[config.mk]
export PLATFORM = sky130hd
export DESIGN_NAME = mdu_ctrl
export DESIGN_NICKNAME = d
export VERILOG_FILES = /design/src/rtl/mdu_ctrl_pkg.sv /design/src/rtl/mdu_div_step.sv /design/src/rtl/mdu_ctrl.sv
export SDC_FILE = /design/constraint.sdc
export NUM_CORES = 2
export LEC_CHECK = 0
export ABC_CLOCK_PERIOD_IN_PS = 14400
export BUFFER_PORTS_ARGS = -buffer_cell sky130_fd_sc_hd__buf_2
export CORE_ASPECT_RATIO = 0.5
export CORE_MARGIN = 3
export CORE_UTILIZATION = 50
export CTS_CLUSTER_SIZE = 10
export DETAILED_ROUTE_END_ITERATION = 10
export PLACE_DENSITY_LB_ADDON = 0.2
export SLEW_MARGIN = 20
export SYNTH_ARGS = -nofsm -noshare
export SYNTH_HDL_FRONTEND = slang
export SYNTH_SLANG_ARGS = --single-unit
[constraint.sdc]
create_clock -name clk -period 14.4 [get_ports clk]
set_input_delay 0 -clock clk [delete_from_list [all_inputs] [get_ports clk]]
set_output_delay 0 -clock clk [all_outputs]
set_load 0.005 [all_outputs]
[src/rtl/mdu_ctrl_pkg.sv]
// rtl/mdu_ctrl_pkg.sv - shared op/state encodings and helpers for the multiply/divide controller
package mdu_ctrl_pkg;

  localparam int MDU_OP_W = 3;
  localparam int DIV_STEPS = 32;

  typedef enum logic [MDU_OP_W-1:0] {
    OP_MULT  = 3'd0,
    OP_MULTU = 3'd1,
    OP_DIV   = 3'd2,
    OP_DIVU  = 3'd3,
    OP_MADD  = 3'd4,
    OP_MADDU = 3'd5,
    OP_MSUB  = 3'd6,
    OP_MSUBU = 3'd7
  } mdu_op_e;

  typedef enum logic [1:0] {
    ST_IDLE = 2'd0,
    ST_MUL  = 2'd1,
    ST_DIV  = 2'd2,
    ST_DONE = 2'd3
  } mdu_state_e;

  function automatic logic is_div_op(input logic [MDU_OP_W-1:0] op);
    return (op == OP_DIV) || (op == OP_DIVU);
  endfunction

  function automatic logic is_signed_op(input logic [MDU_OP_W-1:0] op);
    return (op == OP_MULT) || (op == OP_DIV) || (op == OP_MADD) || (op == OP_MSUB);
  endfunction

  // Two's-complement magnitude; 0x80000000 maps to itself, which is the correct unsigned magnitude.
  function automatic logic [31:0] magnitude(input logic [31:0] v, input logic neg);
    return neg ? (~v + 32'd1) : v;
  endfunction

endpackage

[src/rtl/mdu_div_step.sv]
// rtl/mdu_div_step.sv - one radix-2 restoring division step
module mdu_div_step (
  input  logic [32:0] rem,
  input  logic        dividend_bit,
  input  logic [31:0] divisor,
  output logic [32:0] rem_next,
  output logic        quo_bit
);

  logic [33:0] shifted;
  logic [32:0] diff;

  always_comb begin
    shifted  = {rem, dividend_bit};
    quo_bit  = (shifted >= {2'b00, divisor});
    diff     = shifted[32:0] - {1'b0, divisor};
    rem_next = quo_bit ? diff : shifted[32:0];
  end

endmodule

[src/rtl/mdu_ctrl.sv]
// rtl/mdu_ctrl.sv - HI/LO multiply, multiply-accumulate and iterative divide controller
module mdu_ctrl
  import mdu_ctrl_pkg::*;
(
  input  logic                clk,
  input  logic                rst,
  input  logic                start,
  input  logic [MDU_OP_W-1:0] op,
  input  logic [31:0]         opa,
  input  logic [31:0]         opb,
  input  logic                cancel,
  input  logic [63:0]         hilo_rdata,
  output logic                stall,
  output logic                hilo_wen,
  output logic [63:0]         hilo_wdata
);

  mdu_state_e          state_q, state_d;
  logic                capture;
  logic [MDU_OP_W-1:0] op_q;
  logic [31:0]         opa_q, opb_q;
  logic [63:0]         hilo_q, result_q;
  logic [32:0]         rem_q, rem_nx;
  logic [31:0]         quo_q, quo_nx;
  logic [4:0]          cnt_q;
  logic                quo_bit;

  logic                signed_q, sign_a, sign_b;
  logic [31:0]         divisor;
  logic [63:0]         ext_a, ext_b, product, mul_result;
  logic [31:0]         quo_fix, rem_fix;
  logic [63:0]         div_result;

  always_comb begin
    signed_q = is_signed_op(op_q);
    sign_a   = signed_q & opa_q[31];
    sign_b   = signed_q & opb_q[31];
    divisor  = magnitude(opb_q, sign_b);

    ext_a   = signed_q ? {{32{opa_q[31]}}, opa_q} : {32'd0, opa_q};
    ext_b   = signed_q ? {{32{opb_q[31]}}, opb_q} : {32'd0, opb_q};
    product = ext_a * ext_b;

    case (op_q)
      OP_MADD, OP_MADDU: mul_result = hilo_q + product;
      OP_MSUB, OP_MSUBU: mul_result = hilo_q - product;
      default:           mul_result = product;
    endcase
  end

  mdu_div_step u_div_step (
    .rem          (rem_q),
    .dividend_bit (quo_q[31]),
    .divisor      (divisor),
    .rem_next     (rem_nx),
    .quo_bit      (quo_bit)
  );

  // The dividend shifts out of the top of quo_q while quotient bits shift in at the bottom.
  always_comb begin
    quo_nx  = {quo_q[30:0], quo_bit};
    quo_fix = (sign_a ^ sign_b) ? (~quo_nx + 32'd1) : quo_nx;
    rem_fix = sign_a ? (~rem_nx[31:0] + 32'd1) : rem_nx[31:0];
    if (opb_q == 32'd0) begin
      div_result = {opa_q, 32'hFFFF_FFFF};
    end else begin
      div_result = {rem_fix, quo_fix};
    end
  end

  always_ff @(posedge clk) begin
    if (rst) begin
      state_q <= ST_IDLE;
    end else begin
      state_q <= state_d;
    end
  end

  always_comb begin
    state_d  = state_q;
    stall    = 1'b0;
    hilo_wen = 1'b0;
    capture  = 1'b0;
    if (cancel) begin
      state_d = ST_IDLE;
    end else begin
      case (state_q)
        ST_IDLE: begin
          if (start) begin
            stall   = 1'b1;
            capture = 1'b1;
            state_d = is_div_op(op) ? ST_DIV : ST_MUL;
          end
        end
        ST_MUL: begin
          stall   = 1'b1;
          state_d = ST_DONE;
        end
        ST_DIV: begin
          stall = 1'b1;
          if (cnt_q == 5'(DIV_STEPS - 1)) begin
            state_d = ST_DONE;
          end
        end
        ST_DONE: begin
          hilo_wen = 1'b1;
          state_d  = ST_IDLE;
        end
        default: state_d = ST_IDLE;
      endcase
    end
  end

  always_ff @(posedge clk) begin
    if (rst) begin
      op_q     <= '0;
      opa_q    <= '0;
      opb_q    <= '0;
      hilo_q   <= '0;
      result_q <= '0;
      rem_q    <= '0;
      quo_q    <= '0;
      cnt_q    <= '0;
    end else if (capture) begin
      op_q   <= op;
      opa_q  <= opa;
      opb_q  <= opb;
      hilo_q <= hilo_rdata;
      rem_q  <= '0;
      quo_q  <= magnitude(opa, is_signed_op(op) & opa[31]);
      cnt_q  <= '0;
    end else if (cancel) begin
      cnt_q <= '0;
    end else if (state_q == ST_MUL) begin
      result_q <= mul_result;
    end else if (state_q == ST_DIV) begin
      rem_q <= rem_nx;
      quo_q <= quo_nx;
      if (cnt_q == 5'(DIV_STEPS - 1)) begin
        result_q <= div_result;
        cnt_q    <= '0;
      end else begin
        cnt_q <= cnt_q + 5'd1;
      end
    end
  end

  assign hilo_wdata = result_q;

endmodule
==> impl_results.md <==
* Outcome: completed
* Top-area cell type share of the netlist area at 41.2%
* Critical path startpoint category: register
* # DRC at 0
* Combinational share of power at 59.9%
* Routability congestion estimate at 1.01
* Fmax at 0.0717 GHz
* Synth Flop Type: dfxtp_1
* Syn nets at 10174
* Finished Layout Cells at 10184
* Worst path slowest cell: dfxtp_1
* Largest cells by area after synthesis: fa_1, inv_1, dfxtp_1
* Num CTS Buffers at 37
* CP max FO at 13
* Worst-Skew Late Latency at 0.58 ns
* Post-synth ARST share at 0%
* Via Count at 57568
* Internal at 2290 uW
* Layout cells sized above 1 at 6.18%
* Vias in the first global route at 57085
* R2R Path Start: opa_q[15]
* Tot GR Track Use at 31.7%
* Post-synthesis sequential area ratio at 7.72%
* CTS root buffer: clkbuf_16
* Yosys warning total at 0
* Min Tclk post-route at 13.95 ns
* Grt total ovfl at 0
* RSZ-0062 raised after global routing: false
* Final critical-path share of the clock period at 96.9%
* Mapped cell area at 69200 sq um
* Worst Tran Pin Value at 1.07 ns
* Clock skew at 0.0348 ns
* Routed WL at 226000 um
* Number of instances in the placed design at 9945
* Cell type with the largest total area after synthesis: fa_1
* Flop pwr share at 18.8%
* Total negative slack at 0 ns
* EDFF count, synth at 0
* P_sw at 2180 uW
* Crit. End Element: register
* CTS Sinks at 267
* Count leader, synth: inv_1
* Die extent in y at 269 um
* Clock power share at 21.3%
* Seq cells post-synth at 267
* H-tree depth at 2
* Pin count of the biggest net entering global routing at 90
* Finish-stage setup viols at 0
* CTS tree: built
* Peak supply drop at 0.0000707 V
* Top cell by count, worst path: fa_1
* Wire per inst at 22.2 um
* Initial drt markers at 5569
* Clock transition at path regs at 0.06 ns
* Number of nets with antenna violations after routing at 0
* Number of fill cells in the layout at 12765
* Cells after synthesis at 8203
* IO Count at 201
* Final net count at 10288
* Capture point of the critical path: hilo_wdata[62]
* R2R cell count at 45
* Slowest stage delay, CP at 0.88 ns
* Yosys cell types at 98
* Clk buf depth at 3
* Drt pass-1 iters at 6
* Post-DP HPWL at 189000 um
* Final slew viol count at 0
* Area grow syn2layout at 8.47%
* Internal reg-to-reg setup slack at 0.45 ns
* Power density over the cells at 59.6 nW/um^2
* Initial Util at 50.9%
* Leak at 0.0373 uW
* First-pass GRT wire length at 348000 um
* Full die area at 143000 sq um
* Setup crit start: opa_q[15]
* Synth cell count leaders: inv_1, fa_1, nand2_1
* Mean post-synth cell area at 8.44 sq um
* Core ar. at 136000 sq um
* Port Buffers at 200
* Reg-to-reg endpoint: hilo_wdata[62]
* Die Wd at 532 um
* Initial antenna violation count at 9
* Max_cap viols at 0
* Final hold vios at 0
* Row count at 95
* Slew HR at 28.4%
* Critical path class: reg2reg
* Via density at 5.65
* Switch share at 48.8%
* Crit path required time at 14.87 ns
* Hold WC Path Type: in2reg
* Crit path DAT at 14.42 ns
## through the flow
step / instance area, sq um / power [uW] / worst slack (ns) / hold WS (ns) / util (%)
3_3_place_gp: 72100 / 3410 / 0.261 / 0.241 / 53.0
6_report: 75100 / 4470 / 0.448 / 0.130 / 55.3
2_1_floorplan: 69200 / 2620 / 2.25 / 0.0302 / -
5_1_grt: 75100 / 4750 / 0.0133 / 0.0853 / 55.3
4_1_cts: 75000 / 4420 / 0.125 / 0.0609 / 55.2
3_5_place_dp: 72100 / 3420 / 0.203 / 0.246 / 53.0
## kinds of logic (layout without fill, tap and decap cells)
kind of cell	Yosys count	after routing	synth area share, %
fa+ha+maj	1839	1839	48.7
buf+inv	2100	2234	11.5
mux	43	43	0.622
xor+xnor	357	357	4.54
compound gates	1216	1216	11.2
flops	267	267	7.72
other cells	0	4	0
simple gates	2381	2381	15.7
## layout make-up
| cell class | instances | area [sq um] | area share [%] |
|---|---|---|---|
| Antenna cell | 4 | 10.0 | 0.0133 |
| Clock buffer | 50 | 1050 | 1.39 |
| Clock inverter | 9 | 158 | 0.210 |
| Inverter | 1630 | 6120 | 8.15 |
| Multi-Input combinational cell | 5836 | 56000 | 74.6 |
| Sequential cell | 267 | 5370 | 7.15 |
| Tap cell | 1843 | 2310 | 3.07 |
| Timing Repair Buffer | 545 | 4090 | 5.44 |
## flip-flops by register name, summed over array words and instances (netlist names)
signal	count
opa_q	32
op_q	3
cnt_q	5
hilo_q	64
rem_q	33
opb_q	32
state_q	2
quo_q	32
hilo_wdata	64
## placed cells by master (no fill, tap or decap), types with 30 or more instances in the layout
| master | Yosys | routed |
|---|---|---|
| inv_1 | 1630 | 1630 |
| fa_1 | 1426 | 1426 |
| nand2_1 | 1250 | 1249 |
| a21oi_1 | 471 | 471 |
| ha_1 | 410 | 409 |
| and2_1 | 364 | 364 |
| nor2_1 | 366 | 363 |
| dfxtp_1 | 267 | 248 |
| xnor2_1 | 221 | 220 |
| buf_2 | 13 | 199 |
| o21ai_0 | 180 | 179 |
| dlygate4sd3_1 | 0 | 176 |
| buf_4 | 3 | 165 |
| xor2_1 | 135 | 135 |
| a211oi_1 | 96 | 94 |
| a21o_1 | 91 | 91 |
| nor3_1 | 82 | 81 |
| nand3_1 | 59 | 59 |
| o211ai_1 | 48 | 48 |
| mux2i_1 | 43 | 43 |
| nand2b_1 | 41 | 40 |
| a31oi_1 | 40 | 39 |
| clkbuf_16 | 0 | 38 |
| nand4_1 | 37 | 37 |
| o21a_1 | 37 | 37 |
| a221oi_1 | 35 | 35 |
| o31ai_1 | 32 | 32 |
| nor2b_1 | 32 | 30 |
## how the worst min path moves through the flow
stage	from	to	slack, ns	cells after the start
2_1_floorplan	cancel	hilo_wen	0.03	1
3_3_place_gp	opb[17]	opb_q[17]	0.24	3
3_5_place_dp	opb[16]	opb_q[16]	0.25	3
4_1_cts	op[0]	op_q[0]	0.06	3
5_1_grt	op[0]	op_q[0]	0.09	3
6_report	op[0]	op_q[0]	0.13	3
## layer usage
metal,track usage (%),routed length (um),vias up
met4,10.0,8220,2
met3,3.94,17100,352
met2,51.0,103000,2382
met1,44.9,97400,29281
li1,-,-,25551
met5,0,13,-
## repair_timing
item / 4_1_cts / 5_1_grt
setup buffers: 0 / 0
hold buffers: 176 / 0
resized for setup: 0 / 19
hold endpoints to repair: 196 / 0
endpoints found under the setup margin: 0 / 14
## worst max-delay path, delay by kind of cell, from the launching register on
kind            cells  cell delay (ns)
flops               1             0.88
xor+xnor            2             0.62
mux                 1             0.18
compound gates     11             3.18
buf+inv             8             0.81
simple gates       11             2.93
fa+ha+maj          12             5.26
## power groups by stage
stage	registers, uW	logic (uW)	clock network [uW]
floorplan	794	1830	0
finish	840	2680	953
global placement	852	2560	0
detailed placement	852	2570	0
CTS	837	2620	968
global route	842	2910	993
(Power assumes the default switching activity.)
